<file path="config.mk">
export PLATFORM = sky130hd
export DESIGN_NAME = reg_file
export DESIGN_NICKNAME = d
export VERILOG_FILES = /design/src/rtl/rv_pkg.sv /design/src/rtl/reg_file_rport.sv /design/src/rtl/reg_file.sv
export SDC_FILE = /design/constraint.sdc
export NUM_CORES = 2
export LEC_CHECK = 0
export ABC_AREA = 1
export BUFFER_PORTS_ARGS = -buffer_cell sky130_fd_sc_hd__buf_2
export CORE_MARGIN = 5
export CORE_UTILIZATION = 30
export CTS_CLUSTER_DIAMETER = 100
export DETAILED_ROUTE_END_ITERATION = 7
export HOLD_SLACK_MARGIN = 0.12
export PLACE_DENSITY_LB_ADDON = 0.25
export SETUP_SLACK_MARGIN = 0.15
export SKIP_LAST_GASP = 1
export SLEW_MARGIN = 20
export SYNTH_ARGS = -nofsm -noshare
export SYNTH_HDL_FRONTEND = slang
export SYNTH_HIERARCHICAL = 1
export SYNTH_SLANG_ARGS = --single-unit
</file>
<file path="constraint.sdc">
create_clock -name clk -period 2.3 [get_ports clk]
set_clock_uncertainty 0.05 [all_clocks]
set_input_delay 0.23 -clock clk [delete_from_list [all_inputs] [get_ports clk]]
set_output_delay 0.23 -clock clk [all_outputs]
set_load 0.01 [all_outputs]
</file>
<file path="src/rtl/rv_pkg.sv">
// Shared RV32 datapath types: register index/word types, register-file constants, ALU opcodes.
// Latency: none (declarations only).
// Backpressure: not applicable.
package rv_pkg;

    typedef logic [4:0]  reg_idx_t;
    typedef logic [31:0] word_t;

    localparam reg_idx_t REG_ZERO = 5'd0;
    localparam int       NUM_REGS = 32;

    // Operation select shared by decode and the ALU.
    typedef enum logic [3:0] {
        ALU_ADD  = 4'd0,
        ALU_SUB  = 4'd1,
        ALU_AND  = 4'd2,
        ALU_OR   = 4'd3,
        ALU_XOR  = 4'd4,
        ALU_SLT  = 4'd5,
        ALU_SLTU = 4'd6,
        ALU_SLL  = 4'd7,
        ALU_SRL  = 4'd8,
        ALU_SRA  = 4'd9
    } alu_op_t;

endpackage

</file>
<file path="src/rtl/reg_file_rport.sv">
// One registered read port: x0 forces zero, a same-cycle write is bypassed, otherwise storage is read.
// Latency: 1 cycle from address to data.
// Backpressure: rd_en=0 holds the output register (stall); held data does not track later writes.
module reg_file_rport
    import rv_pkg::*;
#(
    parameter int DATA_W = 32,
    parameter int ADDR_W = 5
) (
    input  logic              clk,
    input  logic              reset,
    input  logic              rd_en,
    input  logic [ADDR_W-1:0] addr,
    input  logic [DATA_W-1:0] regs [2**ADDR_W],
    input  logic              we,
    input  logic [ADDR_W-1:0] wr_addr,
    input  logic [DATA_W-1:0] wr_data,
    output logic [DATA_W-1:0] data
);

    logic [DATA_W-1:0] next_data;

    // Select the value to capture: zero register first, then the write bus, then storage.
    always_comb begin
        next_data = regs[addr];
        if (addr == ADDR_W'(REG_ZERO)) begin
            next_data = '0;
        end else if (we && (wr_addr == addr)) begin
            next_data = wr_data;
        end
    end

    // Output register: cleared by reset, loads only when rd_en is high, otherwise holds.
    always_ff @(posedge clk) begin
        if (reset) begin
            data <= '0;
        end else if (rd_en) begin
            data <= next_data;
        end
    end

endmodule

</file>
<file path="src/rtl/reg_file.sv">
// RV32 integer register file: 2 registered read ports, 1 write port, x0 hardwired to zero.
// Latency: reads 1 cycle (same-cycle write bypassed); writes visible in storage after 1 cycle.
// Backpressure: rd_en=0 stalls both read outputs; writes are never stalled.
module reg_file
    import rv_pkg::*;
#(
    parameter int DATA_W = 32,
    parameter int ADDR_W = 5
) (
    input  logic              clk,
    input  logic              reset,
    input  logic [ADDR_W-1:0] rs1_addr,
    input  logic [ADDR_W-1:0] rs2_addr,
    input  logic              rd_en,
    output logic [DATA_W-1:0] rs1_data,
    output logic [DATA_W-1:0] rs2_data,
    input  logic              we,
    input  logic [ADDR_W-1:0] rd_addr,
    input  logic [DATA_W-1:0] wr_data
);

    localparam int DEPTH = 2**ADDR_W;

    logic [DATA_W-1:0] regs [DEPTH];

    // Storage: reset clears every entry; writes to entry 0 are discarded so it stays zero.
    always_ff @(posedge clk) begin
        if (reset) begin
            for (int i = 0; i < DEPTH; i++) begin
                regs[i] <= '0;
            end
        end else if (we && (rd_addr != ADDR_W'(REG_ZERO))) begin
            regs[rd_addr] <= wr_data;
        end
    end

    reg_file_rport #(
        .DATA_W (DATA_W),
        .ADDR_W (ADDR_W)
    ) u_rport1 (
        .clk     (clk),
        .reset   (reset),
        .rd_en   (rd_en),
        .addr    (rs1_addr),
        .regs    (regs),
        .we      (we),
        .wr_addr (rd_addr),
        .wr_data (wr_data),
        .data    (rs1_data)
    );

    reg_file_rport #(
        .DATA_W (DATA_W),
        .ADDR_W (ADDR_W)
    ) u_rport2 (
        .clk     (clk),
        .reset   (reset),
        .rd_en   (rd_en),
        .addr    (rs2_addr),
        .regs    (regs),
        .we      (we),
        .wr_addr (rd_addr),
        .wr_data (wr_data),
        .data    (rs2_data)
    );

endmodule

</file>
==> results.cfg <==
[setup_path]
required_ns = 2.02
start_kind = register
path_cells = buf_2
cpPeakStageDelay_ns = 0.77
critPathArrivalTime_ns = 1.82
cp.buffers_inverters = 1
cp_top_family = flip-flops
crit_cells = 1
rr_worst_depth = 10
crit_path_end_kind = output pin
crit_slowest_cell = dfxtp_1
cp_max_fo = 2
critPathKind = register to output pin
r2r_slack_ns = 0.53

[cells_and_area]
final_layout_size_suffix_gt1_share_pct = 8.98
nNetsFinal = 10700
syn2layout_area_growth_pct = 17.5
fin_area_um2 = 73700
fill_cells = 22400
fin_cells = 13500

[synth]
syn-num-nets = 10800
post_synth_main_area_contributors = dfxtp_1, nand2_1, nor2_1
syn_area_um2 = 62700
yosysWarningCount = 6
synth_top_area_share_pct = 34.7
syn_area_per_cell_um2 = 5.83
ys_seq_area_share_pct = 34.7
synthCells = 10800
synth_area_leader_cell = dfxtp_1
yosysUniqueCellTypes = 21
ys_seq_elements = 1088

[timing]
rsz0062_at_grt = false
setup_tns_ns = 0
holdWs_ns = 0.192
slew_violations = 0
period_minus_slack_ns = 2.10
setup_viol = 0
max_slew.worst_pin.slew_ns = 0.771
maxSlewHeadroom_pct = 48.6
max_freq_mhz = 477
hold_viol = 0
fin_crit_sh_pct = 91.2

[hold_path]
worstHoldPathType = primary input to register
min_path_cells = 9

[clocking]
numCtsBuffers = 134
worstSkewPairLatency_ns = 0.81
cts_tree = yes
cts-root-buf = clkbuf_16
post-cts-setup-buffers = 0
htreeDepth = 4
clkSlewWorstSetupHoldPaths_ns = 0.06
clockBufferDepth = 3
cts.sinks = 1088

[drt]
route.met2.wl_mm = 132
top_layer_used = met5
route.detailed.wl_per_inst_um = 22.9
drc_errors = 0
met3WireLength_mm = 29.2
drtIter0Drc = 8139
ant_nets = 0
first_pass_iters = 6
drt-total-wl_mm = 310
vias = 70800
viasPerCell = 5.24
wl_met1_mm = 131

[placed_design]
port_buffers = 114
dpl_cell_area_um2 = 68800
dp_hpwl_mm = 190
gp_congestion = 0.898
placedCellCount = 13200

[power]
p_leak_uw = 0.0312
ir_drop_mv = 0.674
cellPowerDensity_nw_per_um2 = 654

[grt]
grt_pass1_vias = 64200
grt_max_degree = 112
track_usage_pct = 27.1
grt_pass1_wl_mm = 444
grt_overflow = 0
antenna_found_initial = 22

[floorplan]
start_util_pct = 30.2
core_um2 = 207000
io_pins = 115
dieHeight_um = 467
rows = 167
dieWidth_um = 467
dieArea_um2 = 218000

[outcome]
status = completed

[job]
max-cap-violations = 0
[through the flow]
stage | total power, µW | utilization [%] | setup slack, ns
6_report | 48200 | 35.5 | 0.202
5_1_grt | 49600 | 35.5 | 0.176
3_5_place_dp | 26600 | 33.2 | 0.0381
2_1_floorplan | 23500 | - | 0.747
3_3_place_gp | 26600 | 33.2 | 0.0480
4_1_cts | 48300 | 35.5 | 0.165
[power by group]
part	internal (µW)	switching [µW]	leakage [µW]
sequential	19200	365	0.00879
combinational	2120	4840	0.0203
clock	12600	9140	0.00215
total	33900	14300	0.0312
[cell usage in the layout, fill, tap and decap left out, types with 152 or more instances in the layout]
master,n
nor2_1,1608
a21oi_1,800
nand3_1,941
dfxtp_1,1088
buf_4,273
nand2_1,3141
nand4_1,196
buf_12,173
inv_1,1077
o21ai_0,806
or2_2,152
[path summary, 6_finish.rpt]
kind	from	end
worst min register to register	regs[1001]$_SDFFE_PP0P_	regs[1001]$_SDFFE_PP0P_
worst max register to register	regs[537]$_SDFFE_PP0P_	u_rport1/data[25]$_SDFFE_PP0P_
worst max-delay path	u_rport2/data[8]$_SDFFE_PP0P_	rs2_data[8]
worst min-delay path	rs1_addr[4]	u_rport1/data[12]$_SDFFE_PP0P_
[Yosys cell counts (all sizes together)]
master / count
buf: 400
dfxtp: 1088
inv: 1088
or2: 152
o21ai: 810
nand2: 3142
nor2: 1644
clkbuf: 481
xnor2: 4
nand3: 947
nand4: 198
a21oi: 800
[routing by layer]
layer  vias to the layer above  GRT usage (%)
li1                      33300              -
met4                         6           13.9
met2                      3616           41.4
met3                       720           4.74
met1                     33200           36.7
met5                         -              0
[timing repair]
action                                 CTS  global route
setup endpoints to repair                0             4
resized for setup                        0             1
endpoints found under the hold margin  775             0
hold buffers                            43             0
[state kept, by name, summed over array words and instances, names as in the netlist]
name,flops
u_rport2/data,32
regs,1024
u_rport1/data,32
[cell type report]
type	instances	area, µm²	share of cell area, %
multi-input combinational	7697	33300	45.2
sequential	1088	21800	29.5
timing repair buffer	600	6580	8.93
inverter	1088	4130	5.60
clock buffer	203	4010	5.44
tap	2788	3490	4.73
clock inverter	32	358	0.485
antenna	14	35.0	0.0475
[logic make-up after synthesis]
| kind of cell | share of synthesized area (%) |
|---|---|
| compound gates | 12.8 |
| xor+xnor | 0.0558 |
| flops | 34.7 |
| simple gates | 39.7 |
| buf+inv | 12.7 |
[tightest hold or removal path, cell delays in order]
cell,delay (ns)
buf_4,0.20
nand2_1,0.10
nor2_1,0.03
nand2_1,0.08
nand3_1,0.08
nand2_1,0.07
nand2_1,0.09
nand2_1,0.07
a21oi_1,0.05
Note: power is estimated with default switching activity, not from simulation.
